File: src/rtl/corr_ctrl_pkg.sv
// Shared definitions for the correlator frame-sync controller:
// FSM state encoding, correlator compare-result codes and a match helper.
package corr_ctrl_pkg;

  typedef enum logic [2:0] {
    ST_IDLE   = 3'd0,
    ST_HEADER = 3'd1,
    ST_HUNT   = 3'd2,
    ST_VERIFY = 3'd3,
    ST_LOCK   = 3'd4
  } state_e;

  localparam logic [1:0] CMP_NONE  = 2'b00;
  localparam logic [1:0] CMP_EXACT = 2'b01;
  localparam logic [1:0] CMP_ERR1  = 2'b10;
  localparam logic [1:0] CMP_INV   = 2'b11;

  // Exact and 1-bit-error results both count as a preamble match
  function automatic logic is_match(input logic [1:0] res);
    case (res)
      CMP_EXACT, CMP_ERR1: return 1'b1;
      CMP_NONE, CMP_INV:   return 1'b0;
    endcase
  endfunction

endpackage

File: src/rtl/hdr_serializer.sv
// Header serializer: holds the latched preamble and shifts HDR_REPEAT copies
// out MSB-first over a valid/ready handshake. done_o flags the edge on which
// the final bit is accepted so the controller leaves HEADER on that same edge.
module hdr_serializer #(
  parameter int PRE_W      = 5,
  parameter int HDR_REPEAT = 4
) (
  input  logic             clk,
  input  logic             rst,
  input  logic             ena,
  input  logic             load_i,
  input  logic [PRE_W-1:0] preamble_i,
  input  logic             hdr_ready_i,
  output logic             hdr_bit_o,
  output logic             hdr_valid_o,
  output logic             done_o
);

  localparam int BCW = (PRE_W > 1) ? $clog2(PRE_W) : 1;
  localparam int RCW = (HDR_REPEAT > 1) ? $clog2(HDR_REPEAT) : 1;
  localparam logic [BCW-1:0] LAST_BIT = BCW'(PRE_W - 1);
  localparam logic [RCW-1:0] LAST_REP = RCW'(HDR_REPEAT - 1);

  logic [PRE_W-1:0] pre_q;
  logic [PRE_W-1:0] sh_q;
  logic [BCW-1:0]   bit_q;
  logic [RCW-1:0]   rep_q;
  logic             valid_q;
  logic             accept;

  assign accept      = valid_q & ena & hdr_ready_i;
  assign done_o      = accept & (bit_q == LAST_BIT) & (rep_q == LAST_REP);
  assign hdr_valid_o = valid_q & ena;
  assign hdr_bit_o   = valid_q & sh_q[PRE_W-1];

  // Latch preamble on load, advance one bit per accepted handshake, reload per copy
  always_ff @(posedge clk or posedge rst) begin
    if (rst) begin
      pre_q   <= '0;
      sh_q    <= '0;
      bit_q   <= '0;
      rep_q   <= '0;
      valid_q <= 1'b0;
    end else if (load_i) begin
      pre_q   <= preamble_i;
      sh_q    <= preamble_i;
      bit_q   <= '0;
      rep_q   <= '0;
      valid_q <= 1'b1;
    end else if (accept) begin
      if (bit_q == LAST_BIT) begin
        bit_q <= '0;
        sh_q  <= pre_q;
        if (rep_q == LAST_REP) begin
          rep_q   <= '0;
          valid_q <= 1'b0;
        end else begin
          rep_q <= rep_q + 1'b1;
        end
      end else begin
        bit_q <= bit_q + 1'b1;
        sh_q  <= sh_q << 1;
      end
    end
  end

endmodule

File: src/rtl/corr_sync_ctrl.sv
// Frame-sync sequencer: sends the preamble header, then hunts, verifies and
// holds frame lock from the correlator compare stream.
// Optional build macro SYNC_STATS_EN adds saturating lock/loss event counters.
module corr_sync_ctrl
  import corr_ctrl_pkg::*;
#(
  parameter int PRE_W      = 5,
  parameter int HDR_REPEAT = 4,
  parameter int FRAME_LEN  = 16,
  parameter int VERIFY_CNT = 3,
  parameter int MISS_MAX   = 2
) (
  input  logic             clk,
  input  logic             rst,
  input  logic             ena,
  input  logic             start,
  input  logic [PRE_W-1:0] preamble,
  output logic             hdr_bit,
  output logic             hdr_valid,
  input  logic             hdr_ready,
  input  logic             cmp_valid,
  input  logic [1:0]       cmp_result,
  output logic [2:0]       state_o,
  output logic             locked,
  output logic             frame_strobe,
  output logic             err_1bit,
  output logic             lock_lost
`ifdef SYNC_STATS_EN
  ,
  output logic [7:0]       lock_cnt,
  output logic [7:0]       loss_cnt
`endif
);

  localparam int BW = $clog2(FRAME_LEN);
  localparam int HW = $clog2(VERIFY_CNT + 1);
  localparam int MW = $clog2(MISS_MAX + 1);
  localparam logic [BW-1:0] BEAT_LAST = BW'(FRAME_LEN - 1);
  localparam logic [HW-1:0] HITS_LAST = HW'(VERIFY_CNT - 1);
  localparam logic [MW-1:0] MISS_LAST = MW'(MISS_MAX - 1);

  state_e        state_q;
  logic [BW-1:0] beat_q;
  logic [HW-1:0] hits_q;
  logic [MW-1:0] miss_q;
  logic          locked_q;
  logic          strobe_q;
  logic          err_q;
  logic          lost_q;
  logic          load;
  logic          hdr_done;
  logic          hit;
  logic          on_time;

  assign load    = ena & start & (state_q == ST_IDLE);
  assign hit     = is_match(cmp_result);
  assign on_time = (beat_q == BEAT_LAST);

  assign state_o      = state_q;
  assign locked       = locked_q;
  assign frame_strobe = strobe_q & ena;
  assign err_1bit     = err_q & ena;
  assign lock_lost    = lost_q & ena;

  hdr_serializer #(
    .PRE_W      (PRE_W),
    .HDR_REPEAT (HDR_REPEAT)
  ) u_ser (
    .clk         (clk),
    .rst         (rst),
    .ena         (ena),
    .load_i      (load),
    .preamble_i  (preamble),
    .hdr_ready_i (hdr_ready),
    .hdr_bit_o   (hdr_bit),
    .hdr_valid_o (hdr_valid),
    .done_o      (hdr_done)
  );

  // Sync FSM with beat/hit/miss counters and registered status pulses
  always_ff @(posedge clk or posedge rst) begin
    if (rst) begin
      state_q  <= ST_IDLE;
      beat_q   <= '0;
      hits_q   <= '0;
      miss_q   <= '0;
      locked_q <= 1'b0;
      strobe_q <= 1'b0;
      err_q    <= 1'b0;
      lost_q   <= 1'b0;
    end else begin
      strobe_q <= 1'b0;
      err_q    <= 1'b0;
      lost_q   <= 1'b0;
      if (ena) begin
        case (state_q)
          ST_IDLE: begin
            if (start) state_q <= ST_HEADER;
          end
          ST_HEADER: begin
            if (hdr_done) state_q <= ST_HUNT;
          end
          ST_HUNT: begin
            if (cmp_valid && hit) begin
              beat_q <= '0;
              miss_q <= '0;
              if (VERIFY_CNT == 1) begin
                state_q  <= ST_LOCK;
                locked_q <= 1'b1;
                hits_q   <= '0;
              end else begin
                state_q <= ST_VERIFY;
                hits_q  <= HW'(1);
              end
            end
          end
          ST_VERIFY: begin
            if (cmp_valid) begin
              beat_q <= on_time ? '0 : beat_q + 1'b1;
              if (on_time) begin
                if (hit) begin
                  if (hits_q == HITS_LAST) begin
                    state_q  <= ST_LOCK;
                    locked_q <= 1'b1;
                    miss_q   <= '0;
                    hits_q   <= '0;
                  end else begin
                    hits_q <= hits_q + 1'b1;
                  end
                end else begin
                  state_q <= ST_HUNT;
                  hits_q  <= '0;
                end
              end
            end
          end
          ST_LOCK: begin
            if (cmp_valid) begin
              beat_q <= on_time ? '0 : beat_q + 1'b1;
              if (on_time) begin
                if (hit) begin
                  strobe_q <= 1'b1;
                  err_q    <= (cmp_result == CMP_ERR1);
                  miss_q   <= '0;
                end else if (miss_q == MISS_LAST) begin
                  lost_q   <= 1'b1;
                  state_q  <= ST_HUNT;
                  locked_q <= 1'b0;
                  miss_q   <= '0;
                end else begin
                  miss_q <= miss_q + 1'b1;
                end
              end
            end
          end
          default: state_q <= ST_IDLE;
        endcase
      end
    end
  end

`ifdef SYNC_STATS_EN
  logic [7:0] lock_cnt_q;
  logic [7:0] loss_cnt_q;
  logic       lock_entry;
  logic       lock_drop;

  assign lock_entry = ena & cmp_valid & hit &
                      (((state_q == ST_HUNT) && (VERIFY_CNT == 1)) ||
                       ((state_q == ST_VERIFY) && on_time && (hits_q == HITS_LAST)));
  assign lock_drop  = ena & cmp_valid & ~hit & (state_q == ST_LOCK) & on_time &
                      (miss_q == MISS_LAST);
  assign lock_cnt   = lock_cnt_q;
  assign loss_cnt   = loss_cnt_q;

  // Saturating counts of lock acquisitions and lock losses
  always_ff @(posedge clk or posedge rst) begin
    if (rst) begin
      lock_cnt_q <= '0;
      loss_cnt_q <= '0;
    end else begin
      if (lock_entry && (lock_cnt_q != 8'hFF)) lock_cnt_q <= lock_cnt_q + 8'd1;
      if (lock_drop && (loss_cnt_q != 8'hFF)) loss_cnt_q <= loss_cnt_q + 8'd1;
    end
  end
`endif

endmodule
File: config.mk
export PLATFORM = sky130hd
export DESIGN_NAME = corr_sync_ctrl
export DESIGN_NICKNAME = d
export VERILOG_FILES = /design/src/rtl/corr_ctrl_pkg.sv /design/src/rtl/hdr_serializer.sv /design/src/rtl/corr_sync_ctrl.sv
export SDC_FILE = /design/constraint.sdc
export NUM_CORES = 1
export LEC_CHECK = 0
export CAP_MARGIN = 10
export CELL_PAD_IN_SITES_DETAIL_PLACEMENT = 0
export CELL_PAD_IN_SITES_GLOBAL_PLACEMENT = 1
export CORE_ASPECT_RATIO = 1.25
export CORE_UTILIZATION = 45
export DETAILED_ROUTE_END_ITERATION = 8
export PLACE_DENSITY_LB_ADDON = 0.05
export SLEW_MARGIN = 25
export SYNTH_ARGS = -nofsm -noshare
export SYNTH_HDL_FRONTEND = slang
export SYNTH_SLANG_ARGS = --single-unit
File: constraint.sdc
create_clock -name clk -period 5.4 [get_ports clk]
set_clock_uncertainty 0.05 [all_clocks]
set_input_delay 0.54 -clock clk [delete_from_list [all_inputs] [get_ports clk]]
set_output_delay 0.54 -clock clk [all_outputs]
set_load 0.02 [all_outputs]
==> impl_metrics.json <==
{
  "synth_top_area_frac": 0.4483,
  "viasPerCell": 5.731,
  "fin_crit_sh": 0.4968,
  "ff2ff_path_depth": 5,
  "period_minus_slack_ns": 2.683,
  "die_width_um": 57.47,
  "clk_pin_slew_ns": 0.06,
  "portBuffers": 21,
  "antenna_found_initial": 0,
  "dr.pass1.iters": 6,
  "synth_fa_ha_area_frac": 0.03615,
  "synthMuxAreaShare": 0.02531,
  "vdd_drop_max_uv": 221.7,
  "cts_tree": "done",
  "postCtsSetupBuffers": 0,
  "grt_pass1_wl_mm": 6.348,
  "rsz0062_at_grt": "false",
  "numCtsBuffers": 5,
  "cts_root_buffer": "clkbuf_8",
  "yosysUniqueCellTypes": 49,
  "clock_latency_ns": 0.28,
  "path_max_fanout": 10,
  "postCtsHoldBufs": 0,
  "setup_viol": 0,
  "drc": 3,
  "synthTopCellsByArea": "dfrtp_1 (45%), nand2_1 (4.8%), a21oi_1 (4.3%)",
  "regToRegEndpoint": "state_o[0]",
  "ios": 22,
  "synth_xor_area_frac": 0.005061,
  "syn_area_per_cell_um2": 9.204,
  "vias": 1427,
  "hold_ws_ns": 0.4623,
  "fin_ws_ns": 2.717,
  "synth_fp_nets": 206,
  "coreArea_um2": 3573,
  "n_antenna_cell": 0,
  "place_congestion": 0.8815,
  "rows": 24,
  "hold_depth": 1,
  "ant_nets": 0,
  "post-dp-hpwl_mm": 2.663,
  "grt_max_degree": 32,
  "die_h_um": 71.33,
  "path_class": "in -> out",
  "yosys.area_share.simple": 0.2242,
  "hold_end": "lost_q",
  "final_common_cell": "dfrtp_1",
  "synth_top_family_by_area": "simple AND/OR/NAND/NOR gates",
  "setup-tns-final_ns": 0,
  "overflow": 0,
  "synth_edf_count": 0,
  "ctsResizeCount": 0,
  "drv_slew": 0,
  "yosysSeqAreaShare": 0.4483,
  "initial_core_util": 0.4842,
  "totalWireLength_mm": 3.731,
  "status": "complete, but fails checks",
  "syn_inst": 188,
  "cts_buffer_depth": 2,
  "syn_to_final_growth_pct": 17.43,
  "ys_seq_elements": 31,
  "violations": "DRC",
  "power.leakage_nw": 0.8907,
  "groute.usage.overall": 0.2027,
  "tightest_slew_ns": 0.5480,
  "layout-drive-gt1-share": 0.1095,
  "slew_headroom": 0.6347,
  "max_freq_ghz": 0.3728,
  "yosysTopAreaCell": "dfrtp_1",
  "crit_path_end_kind": "primary output",
  "holdCritStartpoint": "miss_q[1]",
  "reg2reg_slack_ns": 3.27,
  "cp.required_ns": 4.81,
  "final_hold_viol_count": 0,
  "final_cell_mix": "dfrtp_1 (31), nand2_1 (22), clkdlybuf4s50_1 (21)",
  "ys.flop_type": "dfrtp_1",
  "first_iter_violations": 68,
  "cap_violations": 0,
  "fin_nets": 227,
  "start_kind": "input port",
  "grt_pass1_vias": 1395,
  "synth-compound-area-share": 0.1960,
  "ys.warnings.count": 0,
  "synth_area_um2": 1730,
  "timing.rr.start": "state_o[0]",
  "wl_per_cell_um": 14.98,
  "htreeDepth": 2,
  "die_area_um2": 4099,
  "critPathArrivalTime_ns": 2.09,
  "holdCritPathClass": "reg -> reg",
  "cts_sinks": 31,
  "dp_slack_ns": 2.608,
  "p_per_area_nw_per_um2": 449.8,
  "synthArstFlopShare": 1.000
}
power by group:
group | internal, mW | total (mW) | switching (mW)
clock | 0.0880 | 0.175 | 0.0869
sequential | 0.308 | 0.398 | 0.0891
combinational | 0.155 | 0.341 | 0.186
critical path, stage by stage:
cell,delay (ns)
clkdlybuf4s50_1,0.73
and2_1,0.22
clkdlybuf4s50_1,0.61
through the flow:
stage	cells	power, mW	area (um2)	utilization
detailed placement	241	0.7417	1948	0.5452
CTS	249	0.9221	2032	0.5686
finish	249	0.9139	2032	0.5686
global route	249	0.9857	2032	0.5686
floorplan	188	0.6510	1730	-
global placement	241	0.7294	1948	0.5452
final cells by class:
class	instances	area (um2)
clock inverters	3	15.01
multi-input cells	133	842.1
flip-flops and latches	31	775.7
clock buffers	5	68.82
inverters	15	56.30
repair buffers	23	225.2
fillers	350	1541
well taps	39	48.80
worst max path at each step:
stage | to | slack (ns) | from | depth (start not counted)
after floorplan | beat_q[3] | 3.26 | cmp_result[0] | 7
after global placement | state_o[0] | 2.67 | ena | 6
after detailed placement | beat_q[3] | 2.61 | cmp_result[0] | 8
after CTS | lock_lost | 2.72 | ena | 3
after global routing | hdr_valid | 2.68 | ena | 3
final | hdr_valid | 2.72 | ena | 3
registers in the layout, indices dropped and copies added, names as in the netlist:
register       flops
lost_q             1
err_q              1
hits_q             2
strobe_q           1
u_ser.rep_q        2
locked             1
u_ser.sh_q         5
u_ser.bit_q        3
u_ser.valid_q      1
miss_q             2
state_o            3
u_ser.pre_q        5
beat_q             4
cell families after synthesis:
kind of cell	count (synthesis)
and+or+nand+nor	71
AOI/OAI and AO/OA	52
DFF	31
buffers and inverters	24
adders and majority gates	5
muxes	4
xor gates and xnor gates	1
synth_stat cells, drive strengths merged (3+ instances only):
cell and n:
nand2 22, a21oi 16, o21a 3, nor2 15, nor3 4, inv 15, dfrtp 31, nand3 9
a21o 3, nand2b 3, o21ai 19, and2 5, buf 7, mux2 3, ha 5
routing by layer:
metal  track usage  wire (um)  share of wire
met1        0.2350       1520           0.41
met2        0.3630       2012           0.54
met3       0.05235        157          0.042
met4       0.05962         40          0.011
met5             0          0              0
(Power assumes the default switching activity.)
